[src/rtl/alu_share_arbiter.sv]
// Round-robin arbiter sharing one add/sub/and/or ALU between NREQ valid/ready requesters.
// Optional result flags (resp_zero, resp_carry) are enabled with `define ALU_SHARE_FLAGS_EN.
module alu_share_arbiter #(
  parameter int DW   = 32,
  parameter int NREQ = 4,
  parameter int IDW  = $clog2(NREQ)
) (
  input  logic                 clk,
  input  logic                 rst,
  input  logic [NREQ-1:0]      req_valid,
  output logic [NREQ-1:0]      req_ready,
  input  logic [2*NREQ-1:0]    req_op,
  input  logic [DW*NREQ-1:0]   req_a,
  input  logic [DW*NREQ-1:0]   req_b,
  output logic                 resp_valid,
  input  logic                 resp_ready,
`ifdef ALU_SHARE_FLAGS_EN
  output logic                 resp_zero,
  output logic                 resp_carry,
`endif
  output logic [IDW-1:0]       resp_id,
  output logic [DW-1:0]        resp_y
);

  localparam logic [IDW:0]   NREQ_W = (IDW+1)'(NREQ);
  localparam logic [IDW-1:0] LAST   = IDW'(NREQ-1);

  logic [1:0]    op_arr [NREQ];
  logic [DW-1:0] a_arr  [NREQ];
  logic [DW-1:0] b_arr  [NREQ];

  for (genvar gi = 0; gi < NREQ; gi++) begin : g_unpack
    assign op_arr[gi] = req_op[2*gi +: 2];
    assign a_arr[gi]  = req_a[DW*gi +: DW];
    assign b_arr[gi]  = req_b[DW*gi +: DW];
  end

  logic [IDW-1:0] rr_ptr, win, nxt_ptr;
  logic [IDW:0]   idx;
  logic           found, can_accept, grant;

  // Scan upward from rr_ptr with wrap; first valid requester wins.
  always_comb begin
    found = 1'b0;
    win   = '0;
    idx   = '0;
    for (int k = 0; k < NREQ; k++) begin
      idx = {1'b0, rr_ptr} + (IDW+1)'(k);
      if (idx >= NREQ_W) idx = idx - NREQ_W;
      if (!found && req_valid[idx[IDW-1:0]]) begin
        found = 1'b1;
        win   = idx[IDW-1:0];
      end
    end
  end

  assign can_accept = !resp_valid || resp_ready;
  assign grant      = found && can_accept && !rst;
  assign nxt_ptr    = (win == LAST) ? '0 : win + 1'b1;

  always_comb begin
    req_ready = '0;
    if (grant) req_ready[win] = 1'b1;
  end

  logic [1:0]    w_op;
  logic [DW-1:0] w_a, w_b, b_eff, alu_y;
  assign w_op  = op_arr[win];
  assign w_a   = a_arr[win];
  assign w_b   = b_arr[win];
  assign b_eff = w_op[0] ? ~w_b : w_b;

`ifdef ALU_SHARE_FLAGS_EN
  logic [DW:0] sum;
  logic        alu_c;
  assign sum   = {1'b0, w_a} + {1'b0, b_eff} + {{DW{1'b0}}, w_op[0]};
  assign alu_c = w_op[1] ? 1'b0 : sum[DW];
`else
  logic [DW-1:0] sum;
  assign sum = w_a + b_eff + {{(DW-1){1'b0}}, w_op[0]};
`endif

  always_comb begin
    case (w_op)
      2'b10:   alu_y = w_a & w_b;
      2'b11:   alu_y = w_a | w_b;
      default: alu_y = sum[DW-1:0];
    endcase
  end

  always_ff @(posedge clk) begin
    if (rst) begin
      resp_valid <= 1'b0;
      resp_id    <= '0;
      resp_y     <= '0;
      rr_ptr     <= '0;
`ifdef ALU_SHARE_FLAGS_EN
      resp_zero  <= 1'b0;
      resp_carry <= 1'b0;
`endif
    end else if (grant) begin
      resp_valid <= 1'b1;
      resp_id    <= win;
      resp_y     <= alu_y;
      rr_ptr     <= nxt_ptr;
`ifdef ALU_SHARE_FLAGS_EN
      resp_zero  <= (alu_y == '0);
      resp_carry <= alu_c;
`endif
    end else if (resp_valid && resp_ready) begin
      resp_valid <= 1'b0;
    end
  end

endmodule

[config.mk]
export PLATFORM = sky130hd
export DESIGN_NAME = alu_share_arbiter
export DESIGN_NICKNAME = d
export VERILOG_FILES = /design/src/rtl/alu_share_arbiter.sv
export SDC_FILE = /design/constraint.sdc
export NUM_CORES = 1
export LEC_CHECK = 0
export ABC_AREA = 1
export BUFFER_PORTS_ARGS = -buffer_cell sky130_fd_sc_hd__buf_2
export CORE_MARGIN = 8
export CORE_UTILIZATION = 50
export CTS_CLUSTER_SIZE = 30
export DETAILED_ROUTE_END_ITERATION = 12
export GPL_TIMING_DRIVEN = 0
export PLACE_DENSITY = 0.95
export SLEW_MARGIN = 20
export SYNTH_ARGS = -nofsm -noshare
export SYNTH_HDL_FRONTEND = slang
export SYNTH_SLANG_ARGS = --single-unit
[constraint.sdc]
create_clock -name clk -period 9 [get_ports clk]
set_input_delay 0.45 -clock clk [delete_from_list [all_inputs] [get_ports clk]]
set_output_delay 0.45 -clock clk [all_outputs]
set_load 0.02 [all_outputs]
# Yosys cells after proc, flatten, opt, wreduce, memory -nomap -nowiden

Index checks and enable logic that the tools add are counted.

Add/sub/neg operators: 10
Order comparisons: 11
Eq/ne operators: 3
Multiplexer cells: 37
Bitwise logic cells: 4
Reduce and logical (&&, ||, !) cells: 14

Operator list:

| kind                                                                         | count |
|---|---|
| 32-bit 2-to-1 mux                                                            | 5 |
| 32-bit binary-select mux with 2-bit select                                   | 2 |
| 32-bit case mux with 2 select lines                                          | 1 |
| 32-bit by 1-bit adder with 32-bit output                                     | 1 |
| 32-bit adder                                                                 | 1 |
| 32-bit bitwise AND                                                           | 1 |
| 32-bit NOT                                                                   | 1 |
| 32-bit OR                                                                    | 1 |
| 2-bit 2-to-1 mux                                                             | 11 |
| 2-bit by 3-bit less-than comparator with 1-bit output, second input constant | 5 |
| 3-bit >= comparator, second input constant                                   | 4 |
| 1-bit 2-to-1 mux                                                             | 11 |
| 1-bit binary-select mux with 2-bit select                                    | 4 |
| 2-bit by 1-bit subtractor with 2-bit output, second input constant           | 4 |
| 1-bit logical AND                                                            | 7 |
| 2-bit by 2-bit adder with 3-bit output, second input constant                | 2 |
| 2-bit equality test, second input constant                                   | 3 |
| 1-bit zero test                                                              | 5 |
| 2-bit binary-select mux with 2-bit select                                    | 1 |
| 4-bit 2-to-1 mux                                                             | 1 |
| 2-bit by 1-bit adder with 3-bit output, second input constant                | 1 |
| 2-bit by 3-bit >= comparator with 1-bit output, second input constant        | 1 |
| 2-bit NOT with 3-bit output                                                  | 1 |
| 2-bit by 1-bit adder with 2-bit output, second input constant                | 1 |
| other kinds (4)                                                              | 4 |

Register bits: 37
Input bits: 271
Output and inout bits: 39
Logic and storage cells: 83

# Longest topological paths before layout

Depth after elaboration: 23
Depth in mapped cells: 32
Mapped depth without buffers: 31

# Worst setup path after synthesis

Ideal clock, no wire load.

Path kind: input to register
Start: input port req_valid[1]
End: register resp_y[22]
Library setup time: 0.115 ns
Arrival time: 4.308 ns
Required time: 8.885 ns
Path slack: 4.577 ns
Stages on the path: 26
Buffers on the path: 2
Cell sequence: inv_1 nand2_1 nand3_1 nand2_2 nor2_4 nand3_4 nand3_4 buf_2 clkbuf_1 nor2_1 o31ai_1 inv_1 fa_1 nand2_1 o21ai_1 a21oi_1 o21ai_1 nand3_1 nand2_1 a31oi_1 o21ai_1 a21oi_1 o21ai_0 or2_2 a21oi_1 nor2_1

Longest elaborated chain between the ends: 21
Elaborated cells between the ends (all ways): 43
Those cells by class: 2 x add/sub; 2 x eq/ne; 27 x mux; 4 x bitwise; 8 x reduce/logical

RTL lines:

| item                                                 | line       | text |
|---|---|---|
| start, declared                                      | 10         | `input logic [NREQ-1:0] req_valid,` |
| 1-bit binary-select mux with 2-bit select            | 50         | `if (!found && req_valid[idx[IDW-1:0]]) begin` |
| 1-bit 2-to-1 mux (implied by the code)               | 50         |  |
| 1-bit 2-to-1 mux                                     | 50         |  |
| 1-bit zero test                                      | 50         |  |
| 1-bit logical AND                                    | 50         |  |
| 1-bit 2-to-1 mux                                     | 50         |  |
| 1-bit zero test                                      | 50         |  |
| 1-bit logical AND                                    | 50         |  |
| [... 4 more ...]                                     | -          |  |
| 2-bit NOT with 3-bit output (implied by the code)    | 68, 69, 70 |  |
| 32-bit binary-select mux with 2-bit select           | 70         | `assign w_b = b_arr[win];` |
| 32-bit 2-to-1 mux (implied by the code) (2 in a row) | 70         |  |
| 32-bit NOT                                           | 71         | `assign b_eff = w_op[0] ? ~w_b : w_b;` |
| 32-bit 2-to-1 mux                                    | 71         |  |
| 32-bit adder                                         | 80         | `assign sum = w_a + b_eff + {{(DW-1){1'b0}}, w_op[0]};` |
| 32-bit by 1-bit adder with 32-bit output             | 80         |  |
| 32-bit case mux with 2 select lines                  | 84         | `case (w_op)` |
| end signal, assigned                                 | 104        | `resp_y <= alu_y;` |
| end, declared                                        | 22         | `output logic [DW-1:0] resp_y` |

Several ways; a longest one is shown, not always the timed one. The select of a mux whose other input is x is not followed.
A chain may end at the register's enable or synchronous reset.

# Worst setup path after layout

Start: register rr_ptr[1]
End: register resp_y[22]

Longest elaborated chain between the ends: 23
Elaborated cells between the ends (all ways): 58
Those cells by class: 9 x add/sub; 4 x order compare; 2 x eq/ne; 31 x mux; 4 x bitwise; 8 x reduce/logical

RTL lines:

| item                                                                                            | line | text |
|---|---|---|
| start, declared                                                                                 | 38   | `logic [IDW-1:0] rr_ptr, win, nxt_ptr;` |
| start signal, assigned                                                                          | 105  | `rr_ptr <= nxt_ptr;` |
| parallel branches: the longest is 23 deep, another holds 2-bit by 1-bit adder with 3-bit output | -    |  |

Parallel ways; which one is timed is not known. The select of a mux whose other input is x is not followed.

==> results.ini <==
[drt]
drtPass1Iterations=5
wl_per_cell_um=19.6
vias_per_cell=5.78
drt_iter0_markers=1068
routed-via-count=10100
wl_um=34400
antenna_left=0
drc=0

[synth]
synth_top_area_share_pct=21.4
synth_cell_types=47
synth_cells=1254
synthTopCellsByArea=nand2_1, dfxtp_1, nor2_1, a21oi_1, inv_1
synth_area_per_cell_um2=5.29
synthFlopType=dfxtp_1
ys.warnings.count=0
synth_edf_count=0
synth_area_mm2=0.00663
async_reset_ff_share_pct=0
synthesis.nets=1560
synth_area_leader_cell=nand2_1
synth_seq_cells=37
seq_area_frac_synth_pct=11.2

[placement]
place.gp.congestion=1.03
place_inst=1739
place_worst_setup_slack_ns=3.41
place_hpwl_um=28100
io_buffers=309

[worst_setup_path]
cp_num_buf_inv=4
crit_path_start_kind=register
required_ns=9.18
path_max_fanout=10
path_common_cell=nand2_1
cpPeakStageDelay_ns=0.47
path_class=register to register
critPathArrivalTime_ns=5.89
path_delay_family=compound AO/OA/AOI/OAI gates
critPathCaptureType=register
crit_path_top_delay_cell=clkbuf_1

[die]
core_area_mm2=0.0131
die_area_mm2=0.0172
die_w_um=131
start_util_pct=50.7
row_count=42
die_h_um=131
ios=310

[global_route]
grtUsageMet1_pct=44.9
grt_util_all_layers_pct=37.7
busiest_layer=met2
grt_remaining_overflow=0
grt_max_degree=14
grt_antenna_before_repair=3
grt_use_met2_pct=60.8
grt_pass1_wl_um=52500
grt_pass1_vias=9910
globalRouteMet3Util_pct=7.93

[clock_tree]
clk_pin_slew_ns=0.06
cts_setup_buffers=0
cts_buffer_depth=2
cts-resized-gates=0
clock_sinks=37
cts_tree=yes
cts_hold_buf=0
clock_latency_ns=0.29
h-tree-depth=2
cts_buffers=5
cts-root-buf=clkbuf_16

[sta]
relSlewSlack_pct=48.5
max_freq_mhz=175
setup_ws_ns=3.29
setup_viol=0
slew_violations=0
period_needed_ns=5.71
fin_worst_skew_ns=0.00527
finalSetupTns_ns=0
rsz0062_at_grt=false
fin_crit_sh_pct=63.5
hold_viol_final=0
tightest_slew_ns=0.772

[finish]
final_cell_mix=nand2_1, buf_2, nor2_1
nets=1876
layout_commonest_cell=nand2_1
drive_gt1_share_pct=25.3
final_cell_count_no_fill=1752
area_growth_pct=29.4

[hold_path]
hold_class=input pin to register

[job]
drv_cap=0

[run_status]
status=completed

## per-layer routing
metal	part of all wire, %	vias to the layer above
met5	0	-
met4	6.5	0
met3	10	149
met2	44	717
met1	39	4536
li1	-	4725
## sequential cells by signal, indices dropped and copies added, names as in the netlist
name	cells
resp_id	2
resp_y	32
resp_valid	1
rr_ptr	2
## cells in the mapped netlist, types with 2 or more instances
cell	count
a21oi_1	111
clkinv_1	3
buf_4	8
nand4_1	8
o311ai_1	2
a21o_1	2
clkbuf_1	16
o21ai_1	3
o211ai_1	5
xnor2_1	2
nor2_1	173
nand2_1	378
a211oi_1	3
nand2_2	17
buf_2	39
inv_1	144
a31o_2	5
dfxtp_1	37
nand3b_1	3
or2_1	2
nand3_1	102
o21bai_1	3
a31oi_1	8
xor2_1	13
o21ai_0	50
a32oi_1	2
o31ai_1	24
nor3_1	13
o21a_1	3
nand3_4	2
ha_1	34
inv_2	5
a32o_1	20
## logic make-up after synthesis
group                      synth area share, %
xor gates and xnor gates                  1.98
AOI/OAI and AO/OA                         22.5
DFF                                       11.2
adders and majority gates                 6.72
and+or+nand+nor                           44.0
buffers and inverters                     13.6
## cell type report
class                   instances  area [µm²]
plain buffers                  65         330
well taps                     176         220
repair buffers                309        1550
flip-flops and latches         37         741
clock inverters                 3        46.3
clock buffers                   5         125
diodes                          5        12.5
inverters                     152         571
multi-input cells            1000        4990
fillers                      1315        4510
## worst reg2reg max path, stage by stage (launching register included)
cell      delay, ns
dfxtp_1        0.41
inv_1          0.13
nand2_1        0.09
nand2_2        0.09
nand2_2        0.07
nand2_1        0.08
nor2_4         0.15
nand3_4        0.19
nand3_4        0.20
buf_2          0.27
clkbuf_1       0.48
nor2_1         0.09
o31ai_1        0.34
inv_1          0.14
fa_1           0.46
nand2_1        0.11
o21ai_1        0.11
a21oi_1        0.23
o21ai_1        0.14
nand3_1        0.09
nand2_1        0.14
a31oi_1        0.41
o21ai_1        0.23
a21oi_1        0.29
o21ai_0        0.14
or2_2          0.29
a21oi_1        0.18
nor2_1         0.05
## per-stage QoR
stage	area (µm²)	hold WS (ns)	util (%)
global route	8570	0.386	65.5
CTS	8570	0.373	65.5
finish	8580	0.371	65.6
global placement	8400	0.453	64.2
floorplan	6630	0.519	-
detailed placement	8400	0.455	64.2
## final timing paths
path	start	slack, ns	end	depth (start not counted)
setup / recovery	rr_ptr[1]	3.29	resp_y[22]	27
hold / removal	rst	0.37	resp_id[0]	2
setup reg to reg	rr_ptr[1]	3.29	resp_y[22]	27
hold reg to reg	resp_id[0]	0.47	resp_id[0]	2
Power is not shown: default switching activity piles up to over one toggle a cycle in this logic, so the estimate is an artifact.
